**config.mk**
```make
export PLATFORM = sky130hd
export DESIGN_NAME = wspr_tone_sequencer
export DESIGN_NICKNAME = d
export VERILOG_FILES = /design/src/rtl/wspr_tone_sequencer.sv
export SDC_FILE = /design/constraint.sdc
export NUM_CORES = 1
export LEC_CHECK = 0
export ABC_AREA = 1
export ABC_CLOCK_PERIOD_IN_PS = 4150
export CAP_MARGIN = 20
export CORE_MARGIN = 4
export CORE_UTILIZATION = 60
export DETAILED_ROUTE_END_ITERATION = 10
export GPL_ROUTABILITY_DRIVEN = 0
export HOLD_SLACK_MARGIN = 0.02
export PLACE_DENSITY = 0.81
export SLEW_MARGIN = 20
export SYNTH_ARGS = -nofsm -noshare
export SYNTH_HDL_FRONTEND = slang
export SYNTH_SLANG_ARGS = --single-unit
```
**constraint.sdc**
```tcl
create_clock -name clk -period 4.15 [get_ports clk]
set_input_delay 0.6225 -clock clk [delete_from_list [all_inputs] [get_ports clk]]
set_output_delay 0.6225 -clock clk [all_outputs]
set_load 0.02 [all_outputs]
```
**src/rtl/wspr_tone_sequencer.sv**
```systemverilog
// WSPR 4-FSK tone sequencer: fetches channel symbols, runs a phase-continuous
// accumulator into the sin/cos generator, and tracks its latency for iq_valid.
module wspr_tone_sequencer #(
    parameter int NSYM       = 162,
    parameter int SYM_CYCLES = 8192,
    parameter int SINCOS_LAT = 5,
    parameter int ADDR_W     = 8
) (
    input  logic              clk,
    input  logic              rst,
    input  logic              start,
    input  logic              abort,
    input  logic [31:0]       base_ftw,
    input  logic [31:0]       tone_step,
    output logic [ADDR_W-1:0] sym_addr,
    input  logic [1:0]        sym_data,
    output logic [19:0]       angle,
    output logic              angle_valid,
    output logic              iq_valid,
    output logic              sym_strobe,
    output logic              busy,
    output logic              done
);

    localparam int CYC_W = $clog2(SYM_CYCLES);
    localparam int FL_W  = (SINCOS_LAT > 1) ? $clog2(SINCOS_LAT) : 1;
    localparam logic [CYC_W-1:0]  LAST_CYC = CYC_W'(SYM_CYCLES - 1);
    localparam logic [ADDR_W-1:0] LAST_SYM = ADDR_W'(NSYM - 1);
    localparam logic [FL_W-1:0]   LAST_FL  = FL_W'(SINCOS_LAT - 1);

    typedef enum logic [2:0] {IDLE, PRIME0, PRIME1, RUN, FLUSH} state_t;

    typedef struct packed {
        logic [31:0] base;
        logic [31:0] step;
    } tone_cfg_t;

    state_t              state, state_nx;
    tone_cfg_t           cfg;
    logic [31:0]         phase_acc;
    logic [31:0]         ftw;
    logic [31:0]         ftw_next;
    logic [31:0]         sym_ftw;
    logic [CYC_W-1:0]    cyc;
    logic [ADDR_W-1:0]   index;
    logic [FL_W-1:0]     flush_cnt;
    logic [SINCOS_LAT:1] vld_pipe;
    logic                kill;
    logic                last_cyc;
    logic                last_sym;

    assign kill     = abort && (state != IDLE);
    assign last_cyc = (cyc == LAST_CYC);
    assign last_sym = (index == LAST_SYM);

    assign angle       = phase_acc[31:12];
    assign angle_valid = (state == RUN);
    assign sym_strobe  = angle_valid && (cyc == '0);
    assign busy        = (state != IDLE);
    assign iq_valid    = vld_pipe[SINCOS_LAT];

    // Tone tuning word for the symbol on the RAM read port; multiply by 0..3 via shift/add.
    always_comb begin
        sym_ftw = cfg.base;
        case (sym_data)
            2'd1:    sym_ftw = cfg.base + cfg.step;
            2'd2:    sym_ftw = cfg.base + (cfg.step << 1);
            2'd3:    sym_ftw = cfg.base + cfg.step + (cfg.step << 1);
            default: sym_ftw = cfg.base;
        endcase
    end

    always_comb begin
        state_nx = state;
        case (state)
            IDLE:    if (start) state_nx = PRIME0;
            PRIME0:  state_nx = PRIME1;
            PRIME1:  state_nx = RUN;
            RUN:     if (last_cyc && last_sym) state_nx = FLUSH;
            FLUSH:   if (flush_cnt == LAST_FL) state_nx = IDLE;
            default: state_nx = IDLE;
        endcase
        if (kill) state_nx = IDLE;
    end

    always_ff @(posedge clk) begin
        if (rst) state <= IDLE;
        else     state <= state_nx;
    end

    always_ff @(posedge clk) begin
        if (rst) begin
            cfg       <= '0;
            phase_acc <= '0;
            ftw       <= '0;
            ftw_next  <= '0;
            cyc       <= '0;
            index     <= '0;
            flush_cnt <= '0;
            sym_addr  <= '0;
            done      <= 1'b0;
        end else begin
            done <= 1'b0;
            case (state)
                IDLE: if (start) begin
                    cfg       <= '{base: base_ftw, step: tone_step};
                    phase_acc <= '0;
                    sym_addr  <= '0;
                    index     <= '0;
                    cyc       <= '0;
                    flush_cnt <= '0;
                end
                PRIME1: ftw <= sym_ftw;
                RUN: begin
                    phase_acc <= phase_acc + ftw;
                    if (cyc == CYC_W'(1) && !last_sym) sym_addr <= index + ADDR_W'(1);
                    if (cyc == CYC_W'(3)) ftw_next <= sym_ftw;
                    if (last_cyc) begin
                        cyc <= '0;
                        if (!last_sym) begin
                            // With 4-cycle symbols the prefetch lands on the switch cycle itself.
                            ftw   <= (cyc == CYC_W'(3)) ? sym_ftw : ftw_next;
                            index <= index + ADDR_W'(1);
                        end
                    end else begin
                        cyc <= cyc + CYC_W'(1);
                    end
                end
                FLUSH: begin
                    flush_cnt <= flush_cnt + FL_W'(1);
                    if (flush_cnt == LAST_FL) done <= 1'b1;
                end
                default: ;
            endcase
            if (kill) begin
                phase_acc <= '0;
                sym_addr  <= '0;
                done      <= 1'b0;
            end
        end
    end

    // Mirrors the sin/cos generator pipeline so iq_valid lines up with its output.
    always_ff @(posedge clk) begin
        if (rst || kill) begin
            vld_pipe <= '0;
        end else begin
            vld_pipe[1] <= angle_valid;
            for (int i = 2; i <= SINCOS_LAT; i++) vld_pipe[i] <= vld_pipe[i-1];
        end
    end

endmodule

```
**After elaboration in Yosys (flattened, before gate mapping)**

Cells that the tools add are included.

- Add/subtract/negate cells: 7
- Equality and inequality tests: 18
- Multiplexer cells: 23
- Bitwise logic cells: 1
- Reductions and logical operators: 21

Operators by type and width:

| kind | count |
|---|---|
| 32-bit adder | 4 |
| 32-bit 2-to-1 mux | 4 |
| 32-bit case mux with 2 select lines | 2 |
| 32-bit case mux with 3 select lines | 1 |
| 8-bit 2-to-1 mux | 4 |
| 8-bit case mux with 2 select lines | 2 |
| 13-bit 2-to-1 mux | 2 |
| 13-bit case mux with 2 select lines | 1 |
| 3-bit case mux with 5 select lines | 1 |
| 13-bit by 1-bit adder with 13-bit output (second input constant) | 1 |
| 13-bit by 1-bit == test with 1-bit output (second input constant) | 1 |
| 13-bit == test (second input constant) | 1 |
| 13-bit by 2-bit == test with 1-bit output (second input constant) | 1 |
| 13-bit logical NOT | 1 |
| 3-bit 2-to-1 mux | 4 |
| 3-bit AND reduction | 3 |
| 8-bit by 1-bit adder with 8-bit output (second input constant) | 1 |
| 8-bit == test (second input constant) | 1 |
| 3-bit by 2-bit == test with 1-bit output (second input constant) | 2 |
| 3-bit == test (second input constant) | 2 |
| 2-bit by 1-bit inequality test with 1-bit output (second input constant) | 3 |
| 2-bit inequality test (second input constant) | 3 |
| 3-bit case mux with 2 select lines | 1 |
| 2-bit AND reduction | 3 |
| other kinds (15) | 21 |

- Bits in registers: 201
- Input bits: 70
- Output and inout bits: 33
- Word-level logic and storage cells: 82

**Logic depth before layout (Yosys ltp)**

Gate-level depths: netlist of run 1.

- Depth after elaboration: 7
- Depth in mapped cells: 31
- Mapped depth without buffers: 31

**Least setup slack after synthesis of run 1**

No wires, ideal clock.

- Kind: reg-to-reg
- From: register cfg[0] in the netlist's numbering
- To: register ftw_next[23]
- Setup time: 132 ps
- Arrival: 3582 ps
- Required time: 4018 ps
- Slack: 436 ps
- Cell stages (with the launch flop): 26
- Buffers on the path: 0
- Clock period less this slack: 3714 ps
- Cells stage by stage: dfxtp_1 -> ha_1 -> inv_1 -> fa_1 -> inv_1 -> nand2_1 -> o21ai_1 -> a21oi_1 -> o21ai_1 -> nand2_1 -> nand2_1 -> nand2_1 -> nand2_1 -> nand2_1 -> nand3_1 -> o21ai_0 -> ha_1 -> a21o_1 -> o21bai_1 -> a21oi_1 -> nand3_1 -> or2_2 -> nand3_1 -> o211ai_1 -> o21bai_1 -> a21oi_1

- Cells in the longest elaborated chain, start to end: 4
- Elaborated cells on any way between the ends: 5

RTL lines:

| element | line | text |
|---|---|---|
| start: declaration | 39 | `tone_cfg_t cfg;` |
| start signal: assignment | 106 | `cfg <= '{base: base_ftw, step: tone_step};` |
| 32-bit adder | 66, 68 |  |
| 32-bit adder | 68 | `2'd3: sym_ftw = cfg.base + cfg.step + (cfg.step << 1);` |
| 32-bit case mux with 3 select lines * | 65 | `case (sym_data)` |
| 32-bit 2-to-1 mux * | 117 | `if (cyc == CYC_W'(3)) ftw_next <= sym_ftw;` |
| end signal: assignment | 117 |  |
| end: declaration | 42 | `logic [31:0] ftw_next;` |

Every way passes the cells marked *; elsewhere a longest branch is shown, timed or not.
A chain may end at the register's enable or synchronous reset.

**Worst setup path after layout of run 1**

- From: register cfg[32] in the netlist's numbering
- To: register ftw[25]

- Cells in the longest elaborated chain, start to end: 7
- Elaborated cells on any way between the ends: 8

RTL lines:

| element | line | text |
|---|---|---|
| 32-bit adder | 66, 68 |  |
| 32-bit adder | 68 |  |
| 32-bit case mux with 3 select lines * | 65 |  |
| 32-bit 2-to-1 mux | - |  |
| 32-bit 2-to-1 mux | 120 | `if (!last_sym) begin` |
| 32-bit 2-to-1 mux | 118 | `if (last_cyc) begin` |
| 32-bit case mux with 2 select lines * | 104 | `case (state)` |
| end signal: assignment | 113 | `PRIME1: ftw <= sym_ftw;` |
| end signal: assignment | 122 | `ftw <= (cyc == CYC_W'(3)) ? sym_ftw : ftw_next;` |
| end: declaration | 41 | `logic [31:0] ftw;` |

Every way passes the cells marked *; elsewhere a longest branch is shown, timed or not. The select of a mux whose other input is x is not followed.

==> metrics, run 1 <==
status completed; Yosys reg bits ~200; synth top area cells dfxtp_1 29%, nand2_1 12%, a21oi_1 9.1%; P_sw 4.376 mW; DIE WIDTH 160.5 µm; Ant. Diodes 0; final hold violation count 0; dpl cells 2492; ANT nets after route 0; Synth warnings 0; Netlist Area Pre-Place 13940 µm²; Clock power frac 20.7%; Async SR Flop Fraction 0%; Bufs on Longest Clock Path 3; area delta synth->final 19.36%; GRT overflow 0; P_leak roughly 7.2 nW; CP Capture Type flop; post-synth top area cell dfxtp_1; Clk Latency, worst-skew pair 0.52 ns; final core utilization approximately three quarters; Crit Path Max Fanout 4; gr usage total 30.43%; MaxCap Viol Count 0; Worst R2R Path Depth 28; die area 25740 µm²; DR DRC count 0; share of cells above drive strength 1 11.37%; clk sink count 201; vias in the first global route 13800; Worst Clk Skew 0.01292 ns; antenna violations before repair 1; DR iter-0 viols around 1400; Peak Freq between 0.2 and 0.25 GHz; reg-to-reg endpoint ftw[25]; Peak VDD IR 0.0004622 V; Layout Nets around 2400; top cells by count, synth 428 x nand2_1, 254 x a21oi_1, 219 x inv_1; internal power roughly 5.3 mW; syn_nets 2312; endpoints failing setup 0; Cell variety after synth 48; clock-pin slew on the worst setup and hold paths 0.06 ns; # IOs 103; Tmin final ~4.0 ns; sequential area share after synthesis a little under 30%; Core Box Area 22780 µm²; CTS tree done; Die Ht 160.5 µm; CP endpoint ftw[25]; Sw Ratio 45.13%; Hold WC Path Type reg2reg; most used cell, CP nand2_1; CTS buffer count 23; final WL approximately 42000 µm; Setup CP Type reg2reg; Seq pwr share 27.9%; initial core utilization around three fifths; Syn Inst Count 2138; Worst Setup Start Kind flop; r2r startpoint cfg[32]; CP arrival 4.47 ns; root buffer cell clkbuf_16; largest net degree at the start of global routing 102; global-route wire length before repair 67050 µm; Cell Rows 55; actual slew at the worst max-slew pin around 0.92 ns; PortBufs 102; most frequent cell after synthesis nand2_1; Logic pwr share about half; Yosys top cell area share 28.86%; WL/cell between 15 and 20 µm; fillers 1814; max incr delay on CP ~0.4 ns; Post-CTS Hold Fix Bufs 0; Hold Startpoint vld_pipe[3]; Main synth FF type dfxtp_1; synthesized area per cell 6.522 µm²; PwrDens 582.6 nW/µm²; detailed-route via count 15120; setup TNS 0 ns; Max-slew headroom 38.39%; Tcrit/Tclk final 96.85%; Min Hold Slack 0.4136 ns; Post-Layout Cell Count 2547; Max H-tree Level 1; Slowest-stage cell, CP fa_2; CP required roughly 4.6 ns; First-pass DRT Iterations 7; final slew viol count 0; total power 9.696 mW; Vias/cell a little under 6; detailed placer's ending HPWL 29910 µm; Critical Path Start cfg[32]; Post-synth EDFFs 0; r2r setup slk 0.13 ns
-- critical path: cells and delay by family, from the launching register on --
kind / cells / cell delay, ns
AO/OA/AOI/OAI: 6 / 0.88
adder cells (fa/ha/maj): 3 / 0.89
buffers and inverters: 4 / 0.26
flip-flops: 1 / 0.35
AND/OR/NAND/NOR: 15 / 1.58
-- layer usage --
| metal | vias to the layer above | routed length (µm) | global-route usage, % |
|---|---|---|---|
| met2 | 695 | 18620 | 48.37 |
| met4 | 2 | 1925 | 11.50 |
| met5 | - | 13 | 0 |
| met1 | 6906 | 17670 | 41.64 |
| met3 | 155 | 3680 | 5.030 |
| li1 | 7365 | - | - |
-- layout make-up --
type                       count  area [µm²]  area share, %
clock buffer                  35       690.7          4.149
inverter                     240       903.4          5.427
timing repair buffer         151        1408          8.457
sequential                   201        4031          24.22
multi-input combinational   1603        9158          55.02
tap                          313       391.6          2.353
clock inverter                 4       62.56         0.3759
-- logic make-up after synthesis --
kind of cell    count (synthesis)  synth area share, %
compound gates                640                25.61
flops                         201                28.86
fa+ha+maj                     104                9.493
xor+xnor                       20                1.256
simple gates                  839                25.02
buf+inv                       334                9.771
-- sequential cells by signal, summed over array words and instances, names as in the netlist --
register	count
cfg	64
ftw	32
ftw_next	32
phase_acc	32
cyc	13
index	8
sym_addr	8
vld_pipe	5
flush_cnt	3
state	3
done	1
-- through the flow --
step	area [µm²]	setup WS [ns]
2_1_floorplan	13940	0.4359
3_3_place_gp	15170	0.05245
3_5_place_dp	15170	-0.07033
4_1_cts	15930	0.02985
5_1_grt	16640	-0.1031
6_report	16640	0.1308
-- how the worst min path moves through the flow --
stage	endpoint	cells after the start
2_1_floorplan	vld_pipe[2]	2
3_3_place_gp	vld_pipe[4]	2
3_5_place_dp	vld_pipe[5]	2
4_1_cts	vld_pipe[4]	2
5_1_grt	vld_pipe[3]	2
6_report	vld_pipe[4]	2
-- layout by cell type (no fill, tap or decap), types with 11 or more instances in the layout --
cell type and count:
inv_1 212, o21ai_0 145, ha_1 88, o211ai_1 22
o21ai_1 98, inv_2 25, nand3_2 11, nand4_1 11
buf_4 45, clkbuf_16 23, xor2_1 12, a21o_1 15
or2_1 15, clkdlybuf4s50_1 101, nand3_1 102, nand2_1 397
nand2_2 24, nor3_1 19, nor2_2 17, o21bai_1 26
a31oi_1 11, dfxtp_1 195, a21oi_2 24, nor2_1 198
a21oi_1 231
-- power groups by stage --
stage | logic, mW | clock network (mW) | registers, mW
global route | 5.48 | 2.12 | 2.74
floorplan | 3.12 | 0 | 2.60
finish | 4.98 | 2.01 | 2.70
global placement | 4.18 | 0 | 2.70
CTS | 4.33 | 2.04 | 2.67
detailed placement | 4.28 | 0 | 2.71
-- repair_timing --
action,4_1_cts,5_1_grt
buffers inserted,0,15
gates resized for setup,2,170
pin swaps,0,76
endpoints found under the setup margin,19,42
Note: power is estimated with default switching activity, not from simulation.
==> inputs of run 2 (changes only) <==
--- a/config.mk
+++ b/config.mk
@@ -6,14 +6,15 @@
 export NUM_CORES = 1
 export LEC_CHECK = 0
 export ABC_AREA = 1
-export ABC_CLOCK_PERIOD_IN_PS = 4150
+export ABC_CLOCK_PERIOD_IN_PS = 4300
 export CAP_MARGIN = 20
+export CORE_ASPECT_RATIO = 0.75
 export CORE_MARGIN = 4
-export CORE_UTILIZATION = 60
+export CORE_UTILIZATION = 50
 export DETAILED_ROUTE_END_ITERATION = 10
 export GPL_ROUTABILITY_DRIVEN = 0
 export HOLD_SLACK_MARGIN = 0.02
-export PLACE_DENSITY = 0.81
+export PLACE_DENSITY = 0.7
 export SLEW_MARGIN = 20
 export SYNTH_ARGS = -nofsm -noshare
 export SYNTH_HDL_FRONTEND = slang
==> constraint.sdc (replaced) <==
create_clock -name clk -period 4.3 [get_ports clk]
set_input_delay 0.645 -clock clk [delete_from_list [all_inputs] [get_ports clk]]
set_output_delay 0.645 -clock clk [all_outputs]
set_load 0.02 [all_outputs]
==> metrics, run 2 (synthesis gave the netlist of run 1 again) <==
Vias/cell 5.697 (-4.1%); root buffer cell clkbuf_16; Tcrit/Tclk final 96.66% (-0.19 points); area delta synth->final 18.04%; Min Hold Slack 0.4106 ns (-0.002946 ns); share of cells above drive strength 1 9.091% (-2.3 points); Post-Layout Cell Count 2584 (+1.5%); clk sink count 201 (unchanged); PortBufs 102 (unchanged); Core Box Area 27200 µm² (+19%); Cell Rows 52 (-5.5%); gr usage total 26.30% (-4.1 points); endpoints failing setup 0 (unchanged); Bufs on Longest Clock Path 3 (unchanged); vias in the first global route 13590 (-1.5%); # IOs 103 (unchanged); Die Ht 152.6 µm (-4.9%); status completed; Hold WC Path Type reg2reg; CTS buffer count 23 (unchanged); P_leak 7.156 nW (-0.79%); Worst Setup Start Kind flop; final WL 42310 µm (+0.95%); Peak Freq 0.2406 GHz (-3.3%); Peak VDD IR 0.0003474 V (-25%); detailed placer's ending HPWL 31090 µm (+4.0%); die area 30650 µm² (+19%); dpl cells 2527 (+1.4%); Slowest-stage cell, CP ha_1; DR iter-0 viols 1371 (-1.2%); antenna violations before repair 0 (-1); DR DRC count 0 (unchanged); Layout Nets 2392 (-0.084%); Max H-tree Level 1 (unchanged); largest net degree at the start of global routing 69 (-32%); GRT overflow 0 (unchanged); Post-CTS Hold Fix Bufs 0 (unchanged); most flop-heavy register cfg; max reg flops 64 (unchanged); initial core utilization 51.27% (-9.9 points); final slew viol count 0 (unchanged); CTS tree done; detailed-route via count 14720 (-2.7%); clock-pin slew on the worst setup and hold paths 0.06 ns (about the same); global-route wire length before repair 68710 µm (+2.5%); Ant. Diodes 0 (unchanged); PwrDens 555.9 nW/µm² (-4.6%); Worst Clk Skew 0.01969 ns (+0.006771 ns); Crit Path Max Fanout 6 (+2); Setup CP Type reg2reg; DIE WIDTH 200.8 µm (+25%); RSZ-0062 raised after global routing true; critical path cell sequence ha_1 > a21oi_1 > inv_1 > a21oi_1 > o21ai_0 > a21oi_1 > nand2_1 > or2_1 > nand2_1 > o21ai_0 > ha_1 > nand2_1 > nor2_4 > inv_1 > nor2_1 > nand4_1 > nand3_1 > nand2_1 > nand3_1 > nand3_1 > o21bai_1 > a21oi_1; most common cell after layout, fill and taps aside nand2_1; CP Capture Type flop; Tmin final 4.156 ns (+0.1371 ns); actual slew at the worst max-slew pin 0.9565 ns (+0.03238 ns); final hold violation count 0 (unchanged); commonest non-fill, non-tap cells in the layout 415 x nand2_1, 242 x a21oi_1, 214 x inv_1; Max-slew headroom 36.17% (-2.2 points); MaxCap Viol Count 0 (unchanged); WL/cell 16.37 µm (-0.50%); First-pass DRT Iterations 6 (-1); max incr delay on CP 0.40 ns (about the same); ANT nets after route 0 (unchanged); CP arrival 4.54 ns (+0.07 ns); CP required 4.69 ns (+0.09 ns); Clk Latency, worst-skew pair 0.53 ns (about the same)
## run 2: changes by cell type in the layout (fill, tap and decap cells not counted), moves of 4 or more
cell     previous run  this run
ha_1               88        92
a21oi_1           231       242
nand2_2            24         9
o21ai_1            98        90
dfxtp_2             6         2
o21ai_0           145       153
nand2_1           397       415
nand3_2            11         5
a21oi_2            24        12
nand3_1           102       107
dfxtp_1           195       199
## run 2: cell type report
type | instances | area, µm²
inverter | 240 | 903.4
sequential | 201 | 4026
multi-input combinational | 1603 | 8984
timing repair buffer | 149 | 1385
clock buffer | 32 | 649.4
tap | 351 | 439.2
clock inverter | 8 | 73.82
fill | 2533 | 10740
## run 2: worst paths after layout
path,startpoint,end,slack (ns),cells after the start
setup / recovery,cfg[10],ftw_next[27],0.14,22
hold / removal,vld_pipe[1],vld_pipe[2],0.41,2
setup reg to reg,cfg[10],ftw_next[27],0.14,22
hold reg to reg,vld_pipe[1],vld_pipe[2],0.41,2
## run 2: per-stage QoR
step | power, mW | util (%) | worst slack, ns | instance area [µm²] | TNS (ns)
global placement | 6.660 | 55.85 | -0.008748 | 15190 | -0.008748
CTS | 8.689 | 58.53 | 0.02018 | 15920 | 0
global route | 9.812 | 60.53 | -0.06518 | 16460 | -0.4245
detailed placement | 6.729 | 55.85 | -0.1340 | 15190 | -0.6959
finish | 9.151 | 60.53 | 0.1437 | 16460 | 0
floorplan | 5.522 | - | 0.5859 | 13940 | 0
## run 2: what timing repair did
item,in CTS,in global routing
pin swaps,0,47
gates resized for setup,2,108
buffers inserted,0,17
setup endpoints to repair,14,36
## run 2: where the power goes
group / switching [mW] / internal [mW]
logic: 2.99 / 1.65
clock network: 0.814 / 1.11
registers: 0.335 / 2.25
## run 2: metal layers
metal  part of all wire, %  vias to the layer above  track usage (%)
met2                    42                      537            40.78
met1                    47                     6739            37.53
met5                     0                        -                0
met4                   2.6                        0            7.435
met3                   8.3                       91            4.915
li1                      -                     7353                -
## run 2: critical path: cells and delay by family, from the launching register on
family	cells	cell delay, ns
AOI/OAI and AO/OA	7	1.27
DFF	1	0.34
adders and majority gates	2	0.78
and+or+nand+nor	11	1.50
buffers and inverters	2	0.12
==> inputs of run 3 (changes only) <==
--- a/config.mk
+++ b/config.mk
@@ -6,7 +6,7 @@
 export NUM_CORES = 1
 export LEC_CHECK = 0
 export ABC_AREA = 1
-export ABC_CLOCK_PERIOD_IN_PS = 4300
+export ABC_CLOCK_PERIOD_IN_PS = 3350
 export CAP_MARGIN = 20
 export CORE_ASPECT_RATIO = 0.75
 export CORE_MARGIN = 4
@@ -14,7 +14,7 @@
 export DETAILED_ROUTE_END_ITERATION = 10
 export GPL_ROUTABILITY_DRIVEN = 0
 export HOLD_SLACK_MARGIN = 0.02
-export PLACE_DENSITY = 0.7
+export PLACE_DENSITY = 0.72
 export SLEW_MARGIN = 20
 export SYNTH_ARGS = -nofsm -noshare
 export SYNTH_HDL_FRONTEND = slang
==> constraint.sdc (replaced) <==
create_clock -name clk -period 3.35 [get_ports clk]
set_input_delay 0.5025 -clock clk [delete_from_list [all_inputs] [get_ports clk]]
set_output_delay 0.5025 -clock clk [all_outputs]
set_load 0.02 [all_outputs]
==> metrics, run 3 (synthesis gave the netlist of run 1 again) <==
CP arrival 4.50 ns (-0.04 ns); gr usage total 28.56% (+2.3 points); Core Box Area 27200 µm² (unchanged); Bufs on Longest Clock Path 3 (unchanged); DR DRC count 0 (unchanged); Tmin final 4.112 ns (-0.04392 ns); Die Ht 152.6 µm (unchanged); largest net degree at the start of global routing 98 (+42%); Logic pwr share 62.3% (+12 points); PwrDens 766.1 nW/µm² (+38%); Seq pwr share 21.7% (-6.5 points); max reg flops 64 (unchanged); die area 30650 µm² (unchanged); commonest non-fill, non-tap cells in the layout 366 x nand2_1, 288 x buf_4, 217 x a21oi_1; # IOs 103 (unchanged); setup TNS -23.08 ns (-23.08 ns); status finished with violations; Worst Setup Start Kind flop; Ant. Diodes 0 (unchanged); PortBufs 102 (unchanged); root buffer cell clkbuf_16; most used cell, CP nand2_1; Peak VDD IR 0.0006352 V (+83%); Max H-tree Level 1 (unchanged); CTS buffer count 22 (-4.3%); max incr delay on CP 0.36 ns (-0.04 ns); Clock power frac 16.0% (-5.1 points); Setup CP Type reg2reg; dpl cells 2755 (+9.0%); most flop-heavy register cfg; post-route design area 19710 µm² (+20%); RSZ-0062 raised after global routing true; PnR worst setup slack -0.7624 ns (-0.9061 ns); Crit path max-delay family simple AND/OR/NAND/NOR gates; Cell Area, Placed 17020 µm² (+12%); Cell Rows 52 (unchanged); endpoints failing setup 45 (+45); detailed placer's ending HPWL 33940 µm (+9.2%); Tcrit/Tclk final 122.8% (+26 points); final slew viol count 0 (unchanged); Clk Latency, worst-skew pair 0.54 ns (about the same); final hold violation count 0 (unchanged); WL/cell 17.78 µm (+8.6%); DIE WIDTH 200.8 µm (unchanged); vias in the first global route 15360 (+13%); fillers 2035 (-20%); MaxCap Viol Count 0 (unchanged); Vias/cell 5.870 (+3.0%); Worst Clk Skew 0.02161 ns (+0.001921 ns); First-pass DRT Iterations 8 (+2); CP Capture Type flop; antenna violations before repair 0 (unchanged); detailed-route via count 16730 (+14%); Buf+Inv Stages, Crit Path 3 (+1); ANT nets after route 0 (unchanged); initial core utilization 51.27% (unchanged); Post-Layout Cell Count 2851 (+10%); CTS tree done; share of cells above drive strength 1 26.56% (+17 points); P_sw 6.643 mW (+60%); CP required 3.73 ns (-0.96 ns); Post-CTS Hold Fix Bufs 0 (unchanged); Layout Nets 2663 (+11%); Peak Freq 0.2432 GHz (+1.1%); violated checks setup timing; clock-pin slew on the worst setup and hold paths 0.06 ns (about the same); Sw Ratio 43.99% (-1.3 points); most common cell after layout, fill and taps aside nand2_1; GRT overflow 0 (unchanged); P_leak 8.772 nW (+23%); area delta synth->final 41.37%; Max-slew headroom 48.57% (+12 points); clk sink count 201 (unchanged); Hold WC Path Type reg2reg; internal power 8.459 mW (+69%); Slowest-stage cell, CP fa_2; DR iter-0 viols 1643 (+20%); global-route wire length before repair 74570 µm (+8.5%); final WL 50710 µm (+20%); Crit Path Max Fanout 4 (-2); actual slew at the worst max-slew pin 0.7715 ns (-0.1850 ns)
[run 3: changes by cell type in the layout (fill, tap and decap cells not counted), moves of 17 or more]
cell     change
o21ai_0     -30
nand3_1     -30
nand2_1     -49
buf_6       +24
buf_4      +243
inv_1       -17
nand2_2     +38
nand3_2     +28
inv_2       +17
a21oi_1     -25
[run 3: final cells by class]
| class | instances | area, µm² | share of cell area (%) |
|---|---|---|---|
| clock buffers | 25 | 581.8 | 2.951 |
| clock inverters | 10 | 116.4 | 0.5903 |
| inverters | 240 | 905.9 | 4.595 |
| multi-input cells | 1603 | 10060 | 51.02 |
| flip-flops and latches | 201 | 4033 | 20.46 |
| well taps | 351 | 439.2 | 2.228 |
| repair buffers | 421 | 3580 | 18.16 |
[run 3: power groups by stage]
stage	clock network (mW)	logic, mW	registers (mW)
2_1_floorplan	0	3.93	3.22
3_3_place_gp	0	6.91	3.27
3_5_place_dp	0	7.08	3.28
4_1_cts	2.44	7.82	3.24
5_1_grt	2.53	10.1	3.32
6_report	2.42	9.41	3.28
[run 3: tightest hold or removal path, cell delays in order, from the launching register on]
cell and delay [ns]:
dfxtp_1 0.30, inv_1 0.04, nor2_1 0.03
[run 3: final timing paths]
kind                    start           end  slack (ns)  cells after the start
hold / removal    vld_pipe[2]   vld_pipe[3]        0.41                      2
hold reg to reg   vld_pipe[2]   vld_pipe[3]        0.41                      2
setup reg to reg      cfg[32]  ftw_next[24]       -0.76                     27
setup / recovery      cfg[32]  ftw_next[24]       -0.76                     27
[run 3: layer usage]
metal	GRT usage [%]	wire length, µm
met1	38.40	20470
met2	47.78	23300
met3	3.809	4052
met4	9.270	2881
met5	0	0
[run 3: timing repair]
item	4_1_cts	5_1_grt
pin swaps	117	142
gates resized for setup	159	211
setup endpoints to repair	49	50
buffers inserted	33	31
[run 3: stage by stage]
| step | total power, mW | setup WS (ns) | hold WS (ns) | util, % |
|---|---|---|---|---|
| after detailed placement | 10.36 | -0.7318 | 0.4073 | 62.59 |
| after CTS | 13.50 | -0.4759 | 0.4143 | 68.05 |
| after global placement | 10.18 | -0.6553 | 0.4033 | 62.59 |
| after floorplan | 7.154 | -0.1862 | 0.3936 | - |
| after global routing | 15.91 | -0.8851 | 0.4327 | 72.49 |
| final | 15.10 | -0.7624 | 0.4102 | 72.49 |
